==> src/rtl/stickman_pkg.sv <==
// Shared types and constants for the stickman game video path.
package stickman_pkg;

   localparam int DEFAULT_COLOR_W = 8;

   // One-hot game status encodings
   localparam logic [3:0] ST_WAIT = 4'b1000;
   localparam logic [3:0] ST_PLAY = 4'b0100;
   localparam logic [3:0] ST_WIN  = 4'b0010;
   localparam logic [3:0] ST_LOSE = 4'b0001;

   typedef enum logic {
      STEADY = 1'b0,
      FADE   = 1'b1
   } fade_state_t;

   typedef struct packed {
      logic [DEFAULT_COLOR_W-1:0] r;
      logic [DEFAULT_COLOR_W-1:0] g;
      logic [DEFAULT_COLOR_W-1:0] b;
   } rgb_t;

endpackage

==> src/rtl/layer_color_mapper_fade_scaler.sv <==
// Fade-in controller and output stage: tracks status changes, ramps a
// per-frame brightness level and scales the stage-1 colour by it.
module fade_scaler
   import stickman_pkg::*;
#(
   parameter int COLOR_W   = DEFAULT_COLOR_W,
   parameter int FADE_LOG2 = 4
) (
   input  logic                   clk_i,
   input  logic                   rst_i,
   input  logic [3:0]             status_i,
   input  logic                   frame_tick_i,
   input  logic [3*COLOR_W-1:0]   color_i,
   input  logic                   blank_i,
   output logic [3*COLOR_W-1:0]   color_o,
   output logic                   fade_active_o
);

   localparam int LVL_W  = FADE_LOG2 + 1;
   localparam int PROD_W = COLOR_W + FADE_LOG2 + 1;
   localparam logic [LVL_W-1:0] FULL = LVL_W'(2 ** FADE_LOG2);
   localparam logic [LVL_W-1:0] LAST = LVL_W'(2 ** FADE_LOG2 - 1);

   fade_state_t            state_q;
   logic [LVL_W-1:0]       level_q;
   logic [3:0]             status_q;
   logic                   status_change;
   logic [3*COLOR_W-1:0]   scaled_d;
   logic [3*COLOR_W-1:0]   color_q;

   assign status_change = (status_i != status_q);

   // Fade FSM: a status change always restarts the ramp, even on a tick
   always_ff @(posedge clk_i) begin
      if (rst_i) begin
         state_q  <= FADE;
         level_q  <= '0;
         status_q <= '0;
      end else begin
         status_q <= status_i;
         if (status_change) begin
            level_q <= '0;
            state_q <= FADE;
         end else begin
            case (state_q)
               FADE: begin
                  if (frame_tick_i) begin
                     level_q <= level_q + 1'b1;
                     if (level_q == LAST) begin
                        state_q <= STEADY;
                     end
                  end
               end
               STEADY: level_q <= FULL;
            endcase
         end
      end
   end

   // Per-channel scale: full level is 2**FADE_LOG2, so the shift returns c exactly
   genvar gi;
   generate
      for (gi = 0; gi < 3; gi++) begin : g_ch
         logic [PROD_W-1:0] prod;
         assign prod = PROD_W'(color_i[gi*COLOR_W +: COLOR_W]) * PROD_W'(level_q);
         assign scaled_d[gi*COLOR_W +: COLOR_W] = COLOR_W'(prod >> FADE_LOG2);
      end
   endgenerate

   // Stage 2: registered, blanked output
   always_ff @(posedge clk_i) begin
      if (rst_i) begin
         color_q <= '0;
      end else begin
         color_q <= blank_i ? scaled_d : '0;
      end
   end

   assign color_o       = color_q;
   assign fade_active_o = (state_q == FADE);

endmodule

==> src/rtl/layer_color_mapper.sv <==
// Pixel colour mapper: resolves prioritised sprite layers over a gradient
// background, picks full-screen colours for non-playing states, then fades.
module layer_color_mapper
   import stickman_pkg::*;
#(
   parameter int NUM_LAYERS = 5,
   parameter int COLOR_W    = DEFAULT_COLOR_W,
   parameter int FADE_LOG2  = 4,
   parameter logic [COLOR_W-1:0] BG_R = COLOR_W'(8'h4f),
   parameter logic [COLOR_W-1:0] BG_G = COLOR_W'(8'h4f),
   parameter logic [COLOR_W-1:0] BG_B = COLOR_W'(8'h7f)
) (
   input  logic                              Clk,
   input  logic                              Reset,
   input  logic [3:0]                        status,
   input  logic [NUM_LAYERS-1:0]             layer_hit,
   input  logic [NUM_LAYERS*3*COLOR_W-1:0]   layer_rgb,
   input  logic [9:0]                        DrawX,
   input  logic [9:0]                        DrawY,
   input  logic                              blank_n,
   input  logic                              frame_tick,
   output logic [COLOR_W-1:0]                VGA_R,
   output logic [COLOR_W-1:0]                VGA_G,
   output logic [COLOR_W-1:0]                VGA_B,
   output logic                              fade_active
);

   localparam int PIX_W = 3 * COLOR_W;
   localparam logic [COLOR_W-1:0] ZERO = '0;
   localparam logic [COLOR_W-1:0] HALF = COLOR_W'(8'h80);

   logic [PIX_W-1:0]   layer_c [NUM_LAYERS];
   logic [PIX_W-1:0]   layer_pix;
   logic [COLOR_W-1:0] bg_b;
   logic [PIX_W-1:0]   sel_d;
   logic [PIX_W-1:0]   color_q;
   logic               blank_q;
   logic [PIX_W-1:0]   pix_out;
   logic               unused_pix;

   // Vertical position and sub-8-pixel x do not affect the colour
   assign unused_pix = &{1'b0, DrawY, DrawX[2:0]};

   genvar gi;
   generate
      for (gi = 0; gi < NUM_LAYERS; gi++) begin : g_layer
         assign layer_c[gi] = layer_rgb[gi*PIX_W +: PIX_W];
      end
   endgenerate

   // Lowest-index hit wins: scan high to low so lower indices overwrite
   always_comb begin
      layer_pix = '0;
      for (int i = NUM_LAYERS - 1; i >= 0; i--) begin
         if (layer_hit[i]) begin
            layer_pix = layer_c[i];
         end
      end
   end

   // Horizontal gradient darkens blue by one step every 8 pixels
   assign bg_b = BG_B - COLOR_W'({1'b0, DrawX[9:3]});

   // Colour selection by game status; illegal status values render black
   always_comb begin
      sel_d = '0;
      case (status)
         ST_WAIT: sel_d = {ZERO, ZERO, HALF};
         ST_WIN:  sel_d = {HALF, ZERO, ZERO};
         ST_LOSE: sel_d = {ZERO, HALF, ZERO};
         ST_PLAY: sel_d = (|layer_hit) ? layer_pix : {BG_R, BG_G, bg_b};
         default: sel_d = '0;
      endcase
   end

   // Stage 1: register the selected colour and the blanking flag
   always_ff @(posedge Clk) begin
      if (Reset) begin
         color_q <= '0;
         blank_q <= 1'b0;
      end else begin
         color_q <= sel_d;
         blank_q <= blank_n;
      end
   end

   fade_scaler #(
      .COLOR_W   (COLOR_W),
      .FADE_LOG2 (FADE_LOG2)
   ) u_fade (
      .clk_i         (Clk),
      .rst_i         (Reset),
      .status_i      (status),
      .frame_tick_i  (frame_tick),
      .color_i       (color_q),
      .blank_i       (blank_q),
      .color_o       (pix_out),
      .fade_active_o (fade_active)
   );

   assign VGA_R = pix_out[2*COLOR_W +: COLOR_W];
   assign VGA_G = pix_out[COLOR_W +: COLOR_W];
   assign VGA_B = pix_out[0 +: COLOR_W];

endmodule

==> config.mk <==
export PLATFORM = sky130hd
export DESIGN_NAME = layer_color_mapper
export DESIGN_NICKNAME = d
export VERILOG_FILES = /design/src/rtl/stickman_pkg.sv /design/src/rtl/layer_color_mapper_fade_scaler.sv /design/src/rtl/layer_color_mapper.sv
export SDC_FILE = /design/constraint.sdc
export NUM_CORES = 1
export LEC_CHECK = 0
export CORE_MARGIN = 5
export CORE_UTILIZATION = 53
export CTS_CLUSTER_DIAMETER = 150
export CTS_CLUSTER_SIZE = 20
export DETAILED_ROUTE_END_ITERATION = 8
export PLACE_DENSITY = 0.88
export SLEW_MARGIN = 40
export SYNTH_ARGS = -nofsm -noshare
export SYNTH_HDL_FRONTEND = slang
export SYNTH_SLANG_ARGS = --single-unit
==> constraint.sdc <==
create_clock -name Clk -period 11.9 [get_ports Clk]
set_input_delay 2.38 -clock Clk [delete_from_list [all_inputs] [get_ports Clk]]
set_output_delay 2.38 -clock Clk [all_outputs]
set_load 0.05 [all_outputs]
==> results of run 1 <==
-- final cells by class --
type | instances | area [um^2] | area share [%]
timing repair buffer | 169 | 1680 | 20.9
inverter | 85 | 319 | 3.96
multi-input combinational | 530 | 4350 | 54.0
clock inverter | 5 | 100 | 1.24
clock buffer | 11 | 243 | 3.01
tap | 143 | 179 | 2.22
sequential | 59 | 1190 | 14.7
-- routing by layer --
| layer | share of wire (%) | wire, um |
|---|---|---|
| met2 | 49 | 7800 |
| met5 | 0 | 0 |
| met1 | 40 | 6330 |
| met4 | 2.9 | 459 |
| met3 | 8.8 | 1420 |
-- final timing paths --
kind,startpoint,end,slack [ns],cells past startpoint
max,layer_hit[3],color_q[7]$_SDFF_PP0_,7.43,8
min,u_fade.fade_active_o$_SDFF_PP1_,u_fade.level_q[4]$_SDFFE_PP0P_,0.49,1
max reg2reg,u_fade.level_q[4]$_SDFFE_PP0P_,u_fade.color_o[15]$_SDFF_PP0_,7.81,12
min reg2reg,u_fade.fade_active_o$_SDFF_PP1_,u_fade.level_q[4]$_SDFFE_PP0P_,0.49,1
-- cells in the final DEF, fill, tap and decap left out, types with 6 or more instances in the layout --
cell type,count
clkbuf_16,9
fa_1,48
or2_2,7
inv_1,85
ha_1,56
o31ai_1,8
dfxtp_1,55
a21oi_1,20
o21a_1,6
clkdlybuf4s50_1,164
and2_1,68
nand2_1,61
xor2_1,8
a221oi_1,30
nor2b_1,40
a21o_1,13
xnor2_1,14
nor2_1,32
nor3_1,47
-- kinds of logic (layout without fill, tap and decap cells) --
| group | Yosys count | after routing | synth area share, % |
|---|---|---|---|
| AO/OA/AOI/OAI | 117 | 117 | 15.5 |
| flip-flops | 59 | 59 | 19.6 |
| XOR/XNOR | 22 | 22 | 3.20 |
| buffers and inverters | 126 | 270 | 8.36 |
| AND/OR/NAND/NOR | 283 | 283 | 25.1 |
| adder cells (fa/ha/maj) | 104 | 104 | 27.6 |
| multiplexers | 4 | 4 | 0.664 |
-- power groups by stage --
stage	clock, mW	sequential [mW]	combinational [mW]
final	0.295	0.203	0.0868
after global routing	0.309	0.203	0.0929
after CTS	0.300	0.203	0.0867
after detailed placement	0	0.206	0.0864
after global placement	0	0.206	0.0856
after floorplan	0	0.205	0.0338
-- through the flow --
step                cells  cell area [um^2]  total power, mW
floorplan             715              6030            0.239
global placement      986              7700            0.292
detailed placement    986              7700            0.293
CTS                  1002              8040            0.590
global route         1002              8050            0.605
finish               1002              8050            0.584
-- sequential cells by signal, indices dropped and copies added, names as in the netlist --
name                  cells
u_fade.fade_active_o      1
u_fade.color_o           24
u_fade.status_q           4
u_fade.level_q            5
color_q                  24
blank_q                   1
-- worst reg2reg max path: stages (launching register included) --
cell and delay, ns:
dfxtp_2 0.63, and2_1 0.24, fa_1 0.42, fa_1 0.55
inv_1 0.07, fa_1 0.55, inv_1 0.05, ha_1 0.33
a21o_1 0.19, a21o_1 0.21, or3_1 0.33, o2111a_1 0.24
a21o_1 0.16
==> results by group, run 1 <==
Run status
  – Run status: completed

GRT
  – GRT Total Usage: 24.4%
  – Initial antenna violation count: 0
  – Met2 Resource Use GR: a little over two fifths
  – First-pass GRT wire length: 26200 um
  – Most Crowded Layer GR: met2
  – Largest net degree at the start of global routing: 50
  – Met1 Use GR: between 20% and 30%
  – Grt total ovfl: 0
  – Number of global-route vias before repair: 5575
  – Grt met3 use: roughly 6.6%

Worst hold path
  – Hold WC Path Type: register to register

Clock network
  – Post-cts resize count: 0
  – Cts hold-fix bufs: 0
  – Clk buf depth: 2
  – H-Tree Depth: 3
  – Total clock sinks: between 50 and 60
  – CTS root buffer: clkbuf_16
  – CTS tree: built
  – Clk slew on worst S/H paths: approximately 0.05 ns
  – Clk_lat worst skew: 0.33 ns
  – Cts bufs inserted: 9
  – Total setup buffers inserted after CTS: 0

Synthesis
  – Number of flops mapped to enable cells by yosys: 0
  – Distinct cell type count after synthesis: around 50
  – Post-synth top area share: 19.6%
  – Synthesized instance count: roughly 720
  – Top cell type by total area after synthesis: dfxtp_1
  – Async SR Flop Fraction: 0%
  – Synth warn: 0
  – Seq cells post-synth: between 50 and 60
  – Syn Nets: about 970
  – Post-synth top cells: 85 x inv_1, 68 x and2_1, 61 x nand2_1
  – Synth Area per Inst: 8.43 um^2
  – Synth top area cells: dfxtp_1 20%, fa_1 16%, ha_1 12%
  – Synth Flop Type: dfxtp_1
  – Post-Syn Area: approximately 0.006 mm^2
  – Count leader, synth: inv_1
  – Sequential share of the synthesized area: about a fifth

STA
  – Hold_ws: about 0.49 ns
  – Final slew viol count: 0
  – Tightest Pin Transition: about 0.83 ns
  – Period utilization: between 30% and 40%
  – Final Setup Violations: 0
  – Rel. slew slack: 44.8%
  – RSZ-0062 raised after global routing: no
  – Setup total negative slack: 0 ns
  – Hold Vio Cnt, Final: 0
  – Setup ws final: about 7.4 ns
  – Fmax: 224 MHz
  – Minimum clock period: around 4.5 ns
  – Layout Skew: roughly 0.0064 ns

Drt
  – Routed vias/inst: about 5.4
  – DR WL/cell: ~16 um
  – Post-Route WL: 16000 um
  – Via count: ~5500
  – DRC viols: 0
  – DRT iter0 DRCs: ~270
  – Routed Antenna Nets: 0
  – Initial DRT Pass Iterations: 5

Power
  – Psw: ~0.12 mW
  – P_int: between 0.4 and 0.5 mW
  – Max IR drop VDD: 78.5 uV
  – Comb pwr share: ~15%
  – Power density cells: 72.6 mW/mm^2
  – Leakage: 3.65 nW
  – Clock share of power: around half
  – Flop pwr share: a little over a third
  – Sw frac: between 20% and 30%

Worst setup path
  – CP Launch Type: input port
  – Worst EP required: 12.11 ns
  – Kind of critical path: input port to register
  – CP Buf/Inv Count: 3
  – Cell mode on critical path: buf_4
  – CP Cell Sequence: clkdlybuf4s50_1 -> buf_4 -> nor2b_2 -> buf_4 -> a221oi_1 -> o31ai_1 -> a32oi_1 -> nor4_1
  – Largest delay share family, worst path: buffers and inverters
  – Critical Path End Type: register
  – Max stage delay on crit path: around 0.49 ns
  – Worst Path Arrival: 4.68 ns
  – Max stage delay cell, worst path: nor2b_2
  – Crit Path Max Fanout: 26

Floorplanning
  – Placeable Area: 0.0113 mm^2
  – Die area: 0.0136 mm^2
  – Initial Util: a little over half
  – Row count: 39
  – Die Wd: approximately 120 um
  – # IOs: between 150 and 200
  – Die H: roughly 120 um

Final layout
  – Number of diodes: 0
  – Fin util: a little under three quarters
  – Area Overhead vs Synth: 33.6%
  – FILL cells: between 800 and 900
  – Fraction of layout instances using a drive strength above 1: a little under 6%
  – NumNets Final: roughly 1100

Placed design
  – I/O Buffers: 164
  – GP Congestion: 0.848
  – Detailed Place HPWL: 12500 um
  – Worst slack at placement: between 7 and 8 ns

Job
  – Max-Cap Viols: 0
No activity file was read; power rests on OpenSTA's default activity.
==> run 2, diff against run 1 <==
CORE_UTILIZATION = 44   (was 53)
PLACE_DENSITY = 0.78   (was 0.88)
clock period = 3.9 ns   (was 11.9 ns; I/O delays follow)
==> results by group, run 2 (synthesized netlist as in run 1, its figures left out) <==
Power
  – Clock share of power: 45.4% (-5.0 points)
  – P_int: 1.23 mW (+170%)
  – Total power: 1.63 mW (+180%)
  – Flop pwr share: 37.8% (+3.1 points)
  – Max IR drop VDD: 197 uV (+150%)
  – Sw frac: 24.4% (+3.9 points)
  – Comb pwr share: 16.8% (+1.9 points)
  – Leakage: 3.69 nW (+0.93%)
  – Psw: 0.398 mW (+230%)
  – Power density cells: 199 mW/mm^2 (+170%)

GRT
  – Initial antenna violation count: 0 (unchanged)
  – Grt total ovfl: 0 (unchanged)
  – GRT Total Usage: 19.6% (-4.8 points)
  – Largest net degree at the start of global routing: 37 (-26%)
  – First-pass GRT wire length: 26000 um (-0.79%)
  – Number of global-route vias before repair: 5284 (-5.2%)

Worst setup path
  – Worst Path Arrival: 3.99 ns (-0.69 ns)
  – Kind of critical path: register to register
  – Worst setup startpoint: u_fade.level_q[2]$_SDFFE_PP0P_
  – Crit Path Max Fanout: 14 (-46%)
  – Worst r2r path cells: 13 (+1)
  – End of the critical path: u_fade.color_o[23]$_SDFF_PP0_
  – Reg2reg start: u_fade.level_q[2]$_SDFFE_PP0P_
  – Max stage delay cell, worst path: fa_1
  – Max stage delay on crit path: 0.50 ns (about the same)
  – Critical Path End Type: register
  – Worst EP required: 4.13 ns (-7.98 ns)
  – CP Cell Sequence: buf_4 -> and2_1 -> fa_1 -> fa_1 -> inv_1 -> fa_1 -> inv_1 -> ha_1 -> a21o_1 -> a21o_1 -> or3_1 -> o2111a_1 -> a21o_1
  – R2R setup slack: 0.14 ns (-7.67 ns)
  – CP Launch Type: register
  – Reg2reg end: u_fade.color_o[23]$_SDFF_PP0_

Floorplanning
  – Initial Util: 45.2% (-8.3 points)
  – Row count: 42 (+7.7%)
  – Die area: 0.0161 mm^2 (+19%)
  – Die Wd: 127 um (+8.9%)
  – Placeable Area: 0.0133 mm^2 (+18%)
  – Die H: 127 um (+8.9%)
  – # IOs: 178 (unchanged)

Placed design
  – Worst slack at placement: 0.0899 ns (-7.08 ns)
  – GP Congestion: 0.879 (+3.7%)
  – Detailed Place HPWL: 13200 um (+5.9%)
  – I/O Buffers: 164 (unchanged)

Final layout
  – Number of diodes: 0 (unchanged)
  – Commonest non-fill, non-tap cell in the layout: clkdlybuf4s50_1
  – NumNets Final: 1124 (+1.2%)
  – Area Overhead vs Synth: 36.2%
  – Fin util: 61.5% (-9.9 points)
  – Commonest non-fill, non-tap cells in the layout: 164 x clkdlybuf4s50_1, 85 x inv_1, 68 x and2_1
  – Fraction of layout instances using a drive strength above 1: 7.68% (+1.9 points)

Drt
  – DR WL/cell: 15.3 um (-4.2%)
  – DRT iter0 DRCs: 269 (+0.37%)
  – Initial DRT Pass Iterations: 4 (-1)
  – Post-Route WL: 16000 um (+0.22%)
  – Routed vias/inst: 5.11 (-6.3%)
  – DRC viols: 0 (unchanged)
  – Routed Antenna Nets: 0 (unchanged)
  – Via count: 5352 (-2.0%)

STA
  – Minimum clock period: 3.76 ns
  – Setup ws final: 0.135 ns (-7.30 ns)
  – Final Setup Violations: 0 (unchanged)
  – Rel. slew slack: 43.3% (-1.5 points)
  – Tightest Pin Transition: 0.849 ns (+0.0214 ns)
  – Final slew viol count: 0 (unchanged)
  – Hold Vio Cnt, Final: 0 (unchanged)
  – Layout Skew: 0.00754 ns (+0.00114 ns)
  – Period utilization: 96.5%
  – Fmax: about 270 MHz

Worst hold path
  – Hold WC Path Type: register to register
  – Min-Delay Path Depth: 1 (unchanged)

Clock network
  – CTS tree: built
  – H-Tree Depth: 3 (unchanged)
  – Clk slew on worst S/H paths: 0.06 ns (about the same)
  – Clk_lat worst skew: 0.33 ns (about the same)
  – CTS root buffer: clkbuf_16
  – Clk buf depth: 2 (unchanged)
  – Total clock sinks: 59 (unchanged)
  – Cts hold-fix bufs: 0 (unchanged)
  – Cts bufs inserted: 9 (unchanged)

Run status
  – Run status: completed

Job
  – Max-Cap Viols: 0 (unchanged)
run 2: per-layer routing:
| metal | up-vias | GRT usage [%] | wire (um) |
|---|---|---|---|
| li1 | 2718 | - | - |
| met1 | 2466 | 24.5 | 6980 |
| met2 | 158 | 34.2 | 7670 |
| met3 | 10 | 5.26 | 1250 |
| met4 | 0 | 4.16 | 135 |
| met5 | - | 0 | 0 |
run 2: metrics by stage:
step	hold slack (ns)	area, um^2	setup TNS, ns	instances
floorplan	0.535	6030	0	715
global placement	0.478	7850	0	1032
detailed placement	0.482	7850	0	1032
CTS	0.496	8140	0	1048
global route	0.517	8210	-0.0140	1048
finish	0.508	8210	0	1048
run 2: worst min path at each step:
stage	start	to	slack (ns)
2_1_floorplan	u_fade.status_q[2]$_SDFF_PP0_	u_fade.level_q[4]$_SDFFE_PP0P_	0.53
3_3_place_gp	u_fade.fade_active_o$_SDFF_PP1_	u_fade.level_q[4]$_SDFFE_PP0P_	0.48
3_5_place_dp	u_fade.fade_active_o$_SDFF_PP1_	u_fade.level_q[4]$_SDFFE_PP0P_	0.48
4_1_cts	u_fade.fade_active_o$_SDFF_PP1_	u_fade.level_q[4]$_SDFFE_PP0P_	0.50
5_1_grt	u_fade.fade_active_o$_SDFF_PP1_	u_fade.level_q[4]$_SDFFE_PP0P_	0.52
6_report	u_fade.fade_active_o$_SDFF_PP1_	u_fade.level_q[4]$_SDFFE_PP0P_	0.51
run 2: cell type report:
type | instances | area, um^2
multi-input cells | 530 | 4400
well taps | 176 | 220
flip-flops and latches | 59 | 1180
fillers | 1165 | 5140
clock inverters | 6 | 50.0
inverters | 85 | 319
repair buffers | 182 | 1790
clock buffers | 10 | 239
run 2: what timing repair did:
| action | CTS | global route |
|---|---|---|
| setup buffers | 0 | 0 |
| gates resized for setup | 0 | 11 |
| setup endpoints to repair | 0 | 10 |
run 2: critical path, delay by kind of cell (launching register included):
kind | cells | cell delay (ns)
compound gates | 4 | 0.78
buf+inv | 3 | 0.27
fa+ha+maj | 4 | 1.79
simple gates | 2 | 0.51
flops | 1 | 0.32
run 2: power by group through the flow:
stage          sequential [mW]  clock (mW)  combinational, mW
2_1_floorplan            0.626           0              0.103
5_1_grt                  0.617       0.784              0.296
6_report                 0.616       0.741              0.275
3_3_place_gp             0.629           0              0.274
3_5_place_dp             0.629           0              0.274
4_1_cts                  0.616       0.756              0.276
